===== config.mk =====
export PLATFORM = sky130hd
export DESIGN_NAME = seg_scan_ctrl
export DESIGN_NICKNAME = d
export VERILOG_FILES = /design/src/rtl/seg_pkg.sv /design/src/rtl/seg_hex_decode.sv /design/src/rtl/seg_scan_ctrl.sv
export SDC_FILE = /design/constraint.sdc
export NUM_CORES = 1
export LEC_CHECK = 0
export BUFFER_PORTS_ARGS = -buffer_cell sky130_fd_sc_hd__buf_2
export CAP_MARGIN = 10
export CORE_ASPECT_RATIO = 1.2
export CORE_UTILIZATION = 35
export CTS_CLUSTER_SIZE = 8
export DETAILED_ROUTE_END_ITERATION = 10
export GPL_ROUTABILITY_DRIVEN = 0
export PLACE_DENSITY_LB_ADDON = 0.2
export SLEW_MARGIN = 10
export SYNTH_ARGS = -nofsm -noshare
export SYNTH_HDL_FRONTEND = slang
export SYNTH_SLANG_ARGS = --single-unit

===== constraint.sdc =====
create_clock -name clk -period 2.4 [get_ports clk]
set_clock_uncertainty 0.15 [all_clocks]
set_input_delay 0.12 -clock clk [delete_from_list [all_inputs] [get_ports clk]]
set_output_delay 0.12 -clock clk [all_outputs]
set_load 0.02 [all_outputs]

===== src/rtl/seg_pkg.sv =====
// Shared constants and types for the seven-segment scan controller.
package seg_pkg;
  localparam int NUM_DIGITS = 4;
  localparam logic [7:0] SEG_BLANK = 8'hFF;
  localparam logic [3:0] AN_OFF = 4'hF;

  typedef struct packed {
    logic [15:0] data;
    logic [3:0]  dp;
  } wr_req_t;

  // Active-low a..g per hex nibble; entry 15 is leftmost.
  localparam logic [15:0][6:0] HEX_TBL = {
    7'h0E, 7'h06, 7'h21, 7'h46, 7'h03, 7'h08, 7'h10, 7'h00,
    7'h78, 7'h02, 7'h12, 7'h19, 7'h30, 7'h24, 7'h79, 7'h40
  };
endpackage


===== src/rtl/seg_hex_decode.sv =====
// Nibble to active-low seven-segment pattern, purely combinational.
module seg_hex_decode
  import seg_pkg::*;
(
  input  logic [3:0] nib,
  output logic [6:0] seg
);
  assign seg = HEX_TBL[nib];
endmodule


===== src/rtl/seg_scan_ctrl.sv =====
// Multiplexed 4-digit display scheduler: slot timing, dead-time, PWM brightness,
// and frame-boundary commit of producer writes.
module seg_scan_ctrl
  import seg_pkg::*;
#(
  parameter int SLOT_CYC = 4096,
  parameter int DEAD_CYC = 64,
  parameter int BRIGHT_W = 4
) (
  input  logic                clk,
  input  logic                reset,
  input  logic                wr_valid,
  output logic                wr_ready,
  input  logic [15:0]         wr_data,
  input  logic [3:0]          wr_dp,
  input  logic [3:0]          digit_en,
  input  logic                lz_blank,
  input  logic [BRIGHT_W-1:0] bright,
  output logic [3:0]          an,
  output logic [7:0]          seg,
  output logic [1:0]          digit_idx,
  output logic                frame_done
);
  localparam int SLOT_W = $clog2(SLOT_CYC);

  logic [SLOT_W-1:0] cnt;
  logic              pfull;
  wr_req_t           pend, act;

  assign frame_done = (cnt == SLOT_W'(SLOT_CYC - 1)) && (digit_idx == 2'd3);
  assign wr_ready   = ~pfull;

  always_ff @(posedge clk or posedge reset) begin
    if (reset) begin
      cnt       <= '0;
      digit_idx <= 2'd0;
    end else begin
      cnt <= cnt + 1'b1;
      if (cnt == SLOT_W'(SLOT_CYC - 1)) digit_idx <= digit_idx + 2'd1;
    end
  end

  // Commit and accept are exclusive: accept needs pfull=0, commit needs pfull=1.
  always_ff @(posedge clk or posedge reset) begin
    if (reset) begin
      pfull <= 1'b0;
      pend  <= '0;
      act   <= '0;
    end else if (frame_done && pfull) begin
      act   <= pend;
      pfull <= 1'b0;
    end else if (wr_valid && !pfull) begin
      pend  <= '{data: wr_data, dp: wr_dp};
      pfull <= 1'b1;
    end
  end

  logic [NUM_DIGITS-1:0][6:0] dec;
  for (genvar g = 0; g < NUM_DIGITS; g++) begin : g_dec
    seg_hex_decode u_dec (.nib(act.data[4*g +: 4]), .seg(dec[g]));
  end

  // lead0[d]: nibbles d..3 of the active value are all zero.
  logic [NUM_DIGITS-1:0] lead0;
  logic blank_d, on;
  always_comb begin
    lead0 = '0;
    lead0[NUM_DIGITS-1] = (act.data[4*(NUM_DIGITS-1) +: 4] == 4'h0);
    for (int i = NUM_DIGITS - 2; i >= 0; i--)
      lead0[i] = lead0[i+1] && (act.data[4*i +: 4] == 4'h0);
    blank_d = ~digit_en[digit_idx] | (lz_blank & (digit_idx != 2'd0) & lead0[digit_idx]);
    on = (cnt >= SLOT_W'(DEAD_CYC)) && (cnt[SLOT_W-1 -: BRIGHT_W] <= bright) && !blank_d;
  end

  always_ff @(posedge clk or posedge reset) begin
    if (reset) begin
      an  <= AN_OFF;
      seg <= SEG_BLANK;
    end else if (on) begin
      an  <= ~(4'b0001 << digit_idx);
      seg <= {~act.dp[digit_idx], dec[digit_idx]};
    end else begin
      an  <= AN_OFF;
      seg <= SEG_BLANK;
    end
  end
endmodule

After elaboration in Yosys (flattened, before gate mapping) --
Memories as Yosys holds them, arrays and structs flattened. Cells that the tools add are included.
Operators by class: divide/modulo/power cells 0, eq/ne operators 2, reduce and logical (&&, ||, !) cells 17, muxes and demuxes 16, magnitude comparators 7, bitwise logic cells 8, add/sub/neg operators 2, multipliers 0, shift operators 1
Operators with widths (count):
- 7-bit 2-to-1 mux | 5
- 4-bit by 5-bit < comparator with 1-bit output (second input constant) | 4
- 4-bit zero test | 4
- 7-bit binary-select mux with 2-bit select | 1
- 12-bit by 1-bit adder with 12-bit output (second input constant) | 1
- 12-bit equality test (second input constant) | 1
- 12-bit by 7-bit greater-or-equal comparator with 1-bit output (second input constant) | 1
- 1-bit logical AND | 8
- 8-bit 2-to-1 mux | 1
- 1-bit binary-select mux with 2-bit select | 3
- 1-bit 2-to-1 mux | 5
- 4-bit less-or-equal comparator | 1
- 4-bit 2-to-1 mux | 1
- 1-bit NOT | 4
- 4-bit NOT | 1
- 2-bit nonzero test | 2
- 1-bit by 2-bit left shift with 4-bit output (first input constant) | 1
- 2-bit by 3-bit < comparator with 1-bit output (second input constant) | 1
- 2-bit by 1-bit adder with 2-bit output (second input constant) | 1
- 1-bit AND | 2
- 2-bit equality test (second input constant) | 1
- 1-bit zero test | 2
- 2-bit AND reduction | 1
- 1-bit bitwise OR | 1
Storage, ports and cells: logic and storage cells 66, output and inout bits 16, memories kept 4, bits in read-only memories 448, bits in latches 0, input bits 32, bits in writable memories 0, bits in registers 67
Memories:
- (name not given) | words 16, width 7, read ports 1, clocked after Yosys merged registers in 0, write ports 0, RTL line seg_hex_decode.sv:8 | assign seg = HEX_TBL[nib];
- (name not given) | words 16, width 7, read ports 1, clocked after Yosys merged registers in 0, write ports 0, RTL line seg_hex_decode.sv:8
- (name not given) | words 16, width 7, read ports 1, clocked after Yosys merged registers in 0, write ports 0, RTL line seg_hex_decode.sv:8
- (name not given) | words 16, width 7, read ports 1, clocked after Yosys merged registers in 0, write ports 0, RTL line seg_hex_decode.sv:8

Longest topological paths before layout --
depth after elaboration 11, depth in mapped cells 8, gate-level depth less buffers 7

Cells and area by module --
A second synthesis with hierarchy kept.
Second synthesis, totals: cells, all modules 350, area total of the unflattened synthesis 4169.0 µm²
Modules (own cells, without submodules):
- seg_scan_ctrl | times used 1, area each 3099.2 µm², sequential area each 1691.6 µm², cells each 216
- seg_hex_decode at g_dec[2].u_dec ... | times used 2, area each 275.3 µm², sequential area each 0.0 µm², cells each 32
- seg_hex_decode at g_dec[0].u_dec | times used 1, area each 271.5 µm², sequential area each 0.0 µm², cells each 35
- seg_hex_decode at g_dec[1].u_dec | times used 1, area each 247.7 µm², sequential area each 0.0 µm², cells each 35

Worst setup path before layout --
Ideal clock, no wire load.
path type reg-to-reg, start register digit_idx[0], end register seg[2], buffers on the path 2, data required time 2.169 ns, path slack 0.296 ns, cell stages (with the launch flop) 9, arrival 1.872 ns, setup time 0.081 ns, period minus slack after synthesis 2.104 ns, cell sequence dfrtp_1 -> buf_2 -> clkinv_1 -> ha_1 -> nand4b_1 -> a221oi_1 -> a211oi_2 -> buf_2 -> o211ai_1
Between the ends: longest elaborated chain between the ends 7, elaborated cells on any way between the ends 14, classes of those cells 7 x mux; 4 x bitwise; 3 x reduce/logical
Ends and longest elaborated chain:
- from (decl) | RTL line seg_scan_ctrl.sv:21 | output logic [1:0] digit_idx,
- from (signal assigned) | RTL line seg_scan_ctrl.sv:39 | if (cnt == SLOT_W'(SLOT_CYC - 1)) digit_idx <= digit_idx + 2'd1;
- 1-bit binary-select mux with 2-bit select / 2-bit nonzero test (equally long branches) | RTL line seg_scan_ctrl.sv:71 | blank_d = ~digit_en[digit_idx] | (lz_blank & (digit_idx != 2'd0) & lead0[digit_idx]);
- 1-bit 2-to-1 mux (implied by the code) / 1-bit AND (equally long branches) | RTL line seg_scan_ctrl.sv:71
- 1-bit AND / 1-bit NOT (equally long branches) | RTL line seg_scan_ctrl.sv:71
- 1-bit bitwise OR | RTL line seg_scan_ctrl.sv:71
- 1-bit zero test | RTL line seg_scan_ctrl.sv:72 | on = (cnt >= SLOT_W'(DEAD_CYC)) && (cnt[SLOT_W-1 -: BRIGHT_W] <= bright) && !blank_d;
- 1-bit logical AND | RTL line seg_scan_ctrl.sv:72
- 8-bit 2-to-1 mux * | RTL line seg_scan_ctrl.sv:79 | end else if (on) begin
- to (signal assigned) | RTL line seg_scan_ctrl.sv:81 | seg <= {~act.dp[digit_idx], dec[digit_idx]};
- to (decl) | RTL line seg_scan_ctrl.sv:20 | output logic [7:0] seg,
Mark *: on every way between the ends. The rest lies on a longest branch, timed or not. The select of a mux whose other input is x is not followed. A chain may end at the register's enable or synchronous reset.

Worst setup path after layout --
start register cnt[0], end register act[14] (netlist name)
Between the ends: longest elaborated chain between the ends 3
Ends and longest elaborated chain:
- from (decl) | RTL line seg_scan_ctrl.sv:26 | logic [SLOT_W-1:0] cnt;
- from (signal assigned) | RTL line seg_scan_ctrl.sv:38 | cnt <= cnt + 1'b1;
- 12-bit equality test | RTL line seg_scan_ctrl.sv:30 | assign frame_done = (cnt == SLOT_W'(SLOT_CYC - 1)) && (digit_idx == 2'd3);
- 1-bit logical AND | RTL line seg_scan_ctrl.sv:30
- 1-bit logical AND | RTL line seg_scan_ctrl.sv:49 | end else if (frame_done && pfull) begin
- to (signal assigned) | RTL line seg_scan_ctrl.sv:50 | act <= pend;
- to (decl) | RTL line seg_scan_ctrl.sv:28 | wr_req_t pend, act;
No other way between the ends.

==> flow_summary.yaml <==
detailed_routing:
  routed_via_density: 4.97
  ant_nets: 0
  drt-initial-drc-count: 120
  wl_per_cell_um: 14.0
  drcViolationCount: 0
  vias: 2848
  drt_pre_antenna_iters: 4
  route.final.wire_length_um: 8010
cells_and_area:
  syn_to_final_growth_pct: 25.5
  final_layout_size_suffix_gt1_frac: 0.356
  antenna_cells: 0
  fill_cells: 1045
  num-nets-final: 498
power_and_ir_drop:
  netSwitchingFraction: 0.215
  overall_power_w: 0.00262
  power.leakage_nw: 2.16
  power.density_nw_per_um2: 527
  comb_power_share: 0.047
  seq_power_share: 0.455
  clock_power_share: 0.498
  internal_power_w: 0.00206
  net-switching-power_w: 0.000562
  ir_drop_mv: 0.362
die:
  initial_utilization: 0.359
  i_o_pin_total: 48
  die-area_um2: 11700
  row_count: 42
  core_area_um2: 11000
  die_x_um: 99.1
  floorplan.die.height_um: 118
timing:
  finalWorstSetupSlack_ps: 266
  finalSetupTns_ps: 0
  finalMaxSlewViolations: 0
  setup_violations: 0
  report.final.hold_viol_count: 0
  setup_repair_after_global_routing_missed_its_margin: "false"
  slew_headroom: 0.654
  post-route-period-util: 0.889
  fmax_mhz: 469
  timing.final.crit_period_ps: 2130
  timing_worst_slew_pin_value_ps: 518
synthesis:
  syn-mean-instance-area_um2: 11.2
  postSynth.asyncResetShare: 1.00
  synth.top_cells.by_area: "dfrtp_1 35%, ha_1 9.5%, dfstp_2 8.0%"
  combinational_family_with_the_most_area_after_synthesis: "multiplexers"
  mappedNetlistNets: 415
  synth_warnings: 0
  netlist.top_cell.by_area: "dfrtp_1"
  post_synth_and_or_nand_nor_area_fraction: 0.102
  synth_compound_area_frac: 0.114
  synth_cell_type_count: 51
  synth_edf_count: 0
  synthesis.instances: 353
  synth_xor_xnor_area_share: 0.0244
  synth.yosys.seq_area_share: 0.428
  postSynthRegisterBits: 67
  post_synth_fa_ha_maj_area_fraction: 0.0949
  post_synth_instance_area_um2: 3960
  mux_share_of_post_synthesis_cell_area: 0.184
  synth_ff_type: "dfrtp_1"
  synth.top_cells.by_count: "55 x dfrtp_1, 30 x ha_1, 27 x mux2_2"
  synth_most_common_cell: "dfrtp_1"
  synth_top_area_share: 0.348
critical_path:
  cp_data_arrival_time_ps: 2190
  critPathCaptureType: "register"
  critical_path.reg2reg.startpoint: "cnt[0]"
  worst-endpoint-required_ps: 2460
  worstSetupPathType: "register to register"
  cp_max_fo: 11
  crit_path_start_kind: "register"
  startpoint: "cnt[0]"
clock_tree:
  numClockSinks: 67
  clk_transition_reported_paths_ps: 60
  h_tree_lvls: 3
  cts_max_path_buffers: 2
  cts_made_buffers: 9
  root_buffer: "clkbuf_16"
  tritoncts_clock_tree: "yes"
  clock_insertion_delay_worst_skew_ps: 330
placement:
  dpl.hpwl_um: 5880
  port_buffers: 47
  pre_cts_worst_setup_slack_ps: 145
grt:
  grt_first_pass_wirelength_um: 14000
  grt_remaining_overflow: 0
  antenna_found_initial: 0
  groute.usage.overall: 0.152
  via_count_of_the_first_global_routing_pass: 2811
  grt_start_max_net_pins: 68
status:
  outcome: "completed"
hold_path:
  worst_hold_path_type: "input port to asynchronous set/reset pin"
flow_run:
  cap_viol_max_count: 0
[flip-flops by register name (all words and copies together), names as in the netlist]
register,cells
act,20
an,4
cnt,12
digit_idx,2
pend,20
pfull,1
seg,8
[worst paths after layout]
kind,endpoint,slack (ps),cells past startpoint
worst max-delay path,act[14],270,7
max in group asynchronous,seg[4],1520,4
worst max register to register,act[14],270,7
min in group clk,cnt[0],320,1
worst min-delay path,pend[1],250,4
worst min register to register,cnt[0],320,1
[final cells by class]
type / instances / area, um2 / area share
Multi-Input combinational cell: 243 / 2060 / 0.416
Tap cell: 132 / 165 / 0.0333
Inverter: 22 / 82.6 / 0.0166
Timing Repair Buffer: 93 / 661 / 0.133
Clock inverter: 7 / 76.3 / 0.0154
Sequential cell: 67 / 1690 / 0.341
Clock buffer: 9 / 225 / 0.0454
[per-layer routing]
layer	track usage	routed length (um)	vias to the layer above
li1	-	-	1423
met1	0.200	3750	1361
met2	0.242	3850	54
met3	0.0325	252	10
met4	0.0643	162	0
met5	0	0	-
[metrics by stage]
stage	hold WS, ps	area, um2	utilization	instances
2_1_floorplan	95.0	3960	-	353
3_3_place_gp	72.7	4440	0.402	535
3_5_place_dp	76.8	4440	0.402	535
4_1_cts	266	4960	0.449	573
5_1_grt	286	4970	0.450	573
6_report	254	4970	0.450	573
[critical path, stage by stage, from the launching register on]
cell and delay (ps):
dfrtp_1 360, ha_1 180, and3_1 240, nand2_4 70, nor3_4 160, and3_4 350
buf_12 180, mux2_4 300
[what timing repair did]
item / in CTS / in global routing
setup buffers: 0 / 0
setup endpoints to repair: 0 / 1
hold buffers: 22 / 0
hold endpoints to repair: 76 / 0
resized for setup: 0 / 1
[cell usage in the layout, fill, tap and decap left out, types with 13 or more instances in the layout]
cell           synthesis  routed
a21oi_1               14      14
nand3_1               13      13
o21ai_0               21      21
ha_1                  30      30
buf_4                  0      22
nor2_1                13      13
mux2_2                27      27
nand2_1               24      24
buf_2                  7      47
dlygate4sd3_1          0      22
inv_1                 20      19
dfrtp_1               55      55
mux2_4                19      19
o211ai_1              13      13
[power groups by stage]
| stage | sequential, W | clock (W) | combinational (W) |
|---|---|---|---|
| floorplan | 0.00120 | 0 | 0.0000585 |
| global placement | 0.00121 | 0 | 0.0000965 |
| detailed placement | 0.00121 | 0 | 0.000100 |
| CTS | 0.00119 | 0.00134 | 0.000127 |
| global route | 0.00120 | 0.00140 | 0.000139 |
| finish | 0.00119 | 0.00130 | 0.000124 |
[kinds of logic (layout without fill, tap and decap cells)]
family | count (synthesis) | count (layout)
fa+ha+maj | 30 | 30
mux | 56 | 56
xor+xnor | 11 | 11
compound gates | 70 | 70
buf+inv | 43 | 131
flops | 67 | 67
simple gates | 76 | 76
(Power assumes the default switching activity.)
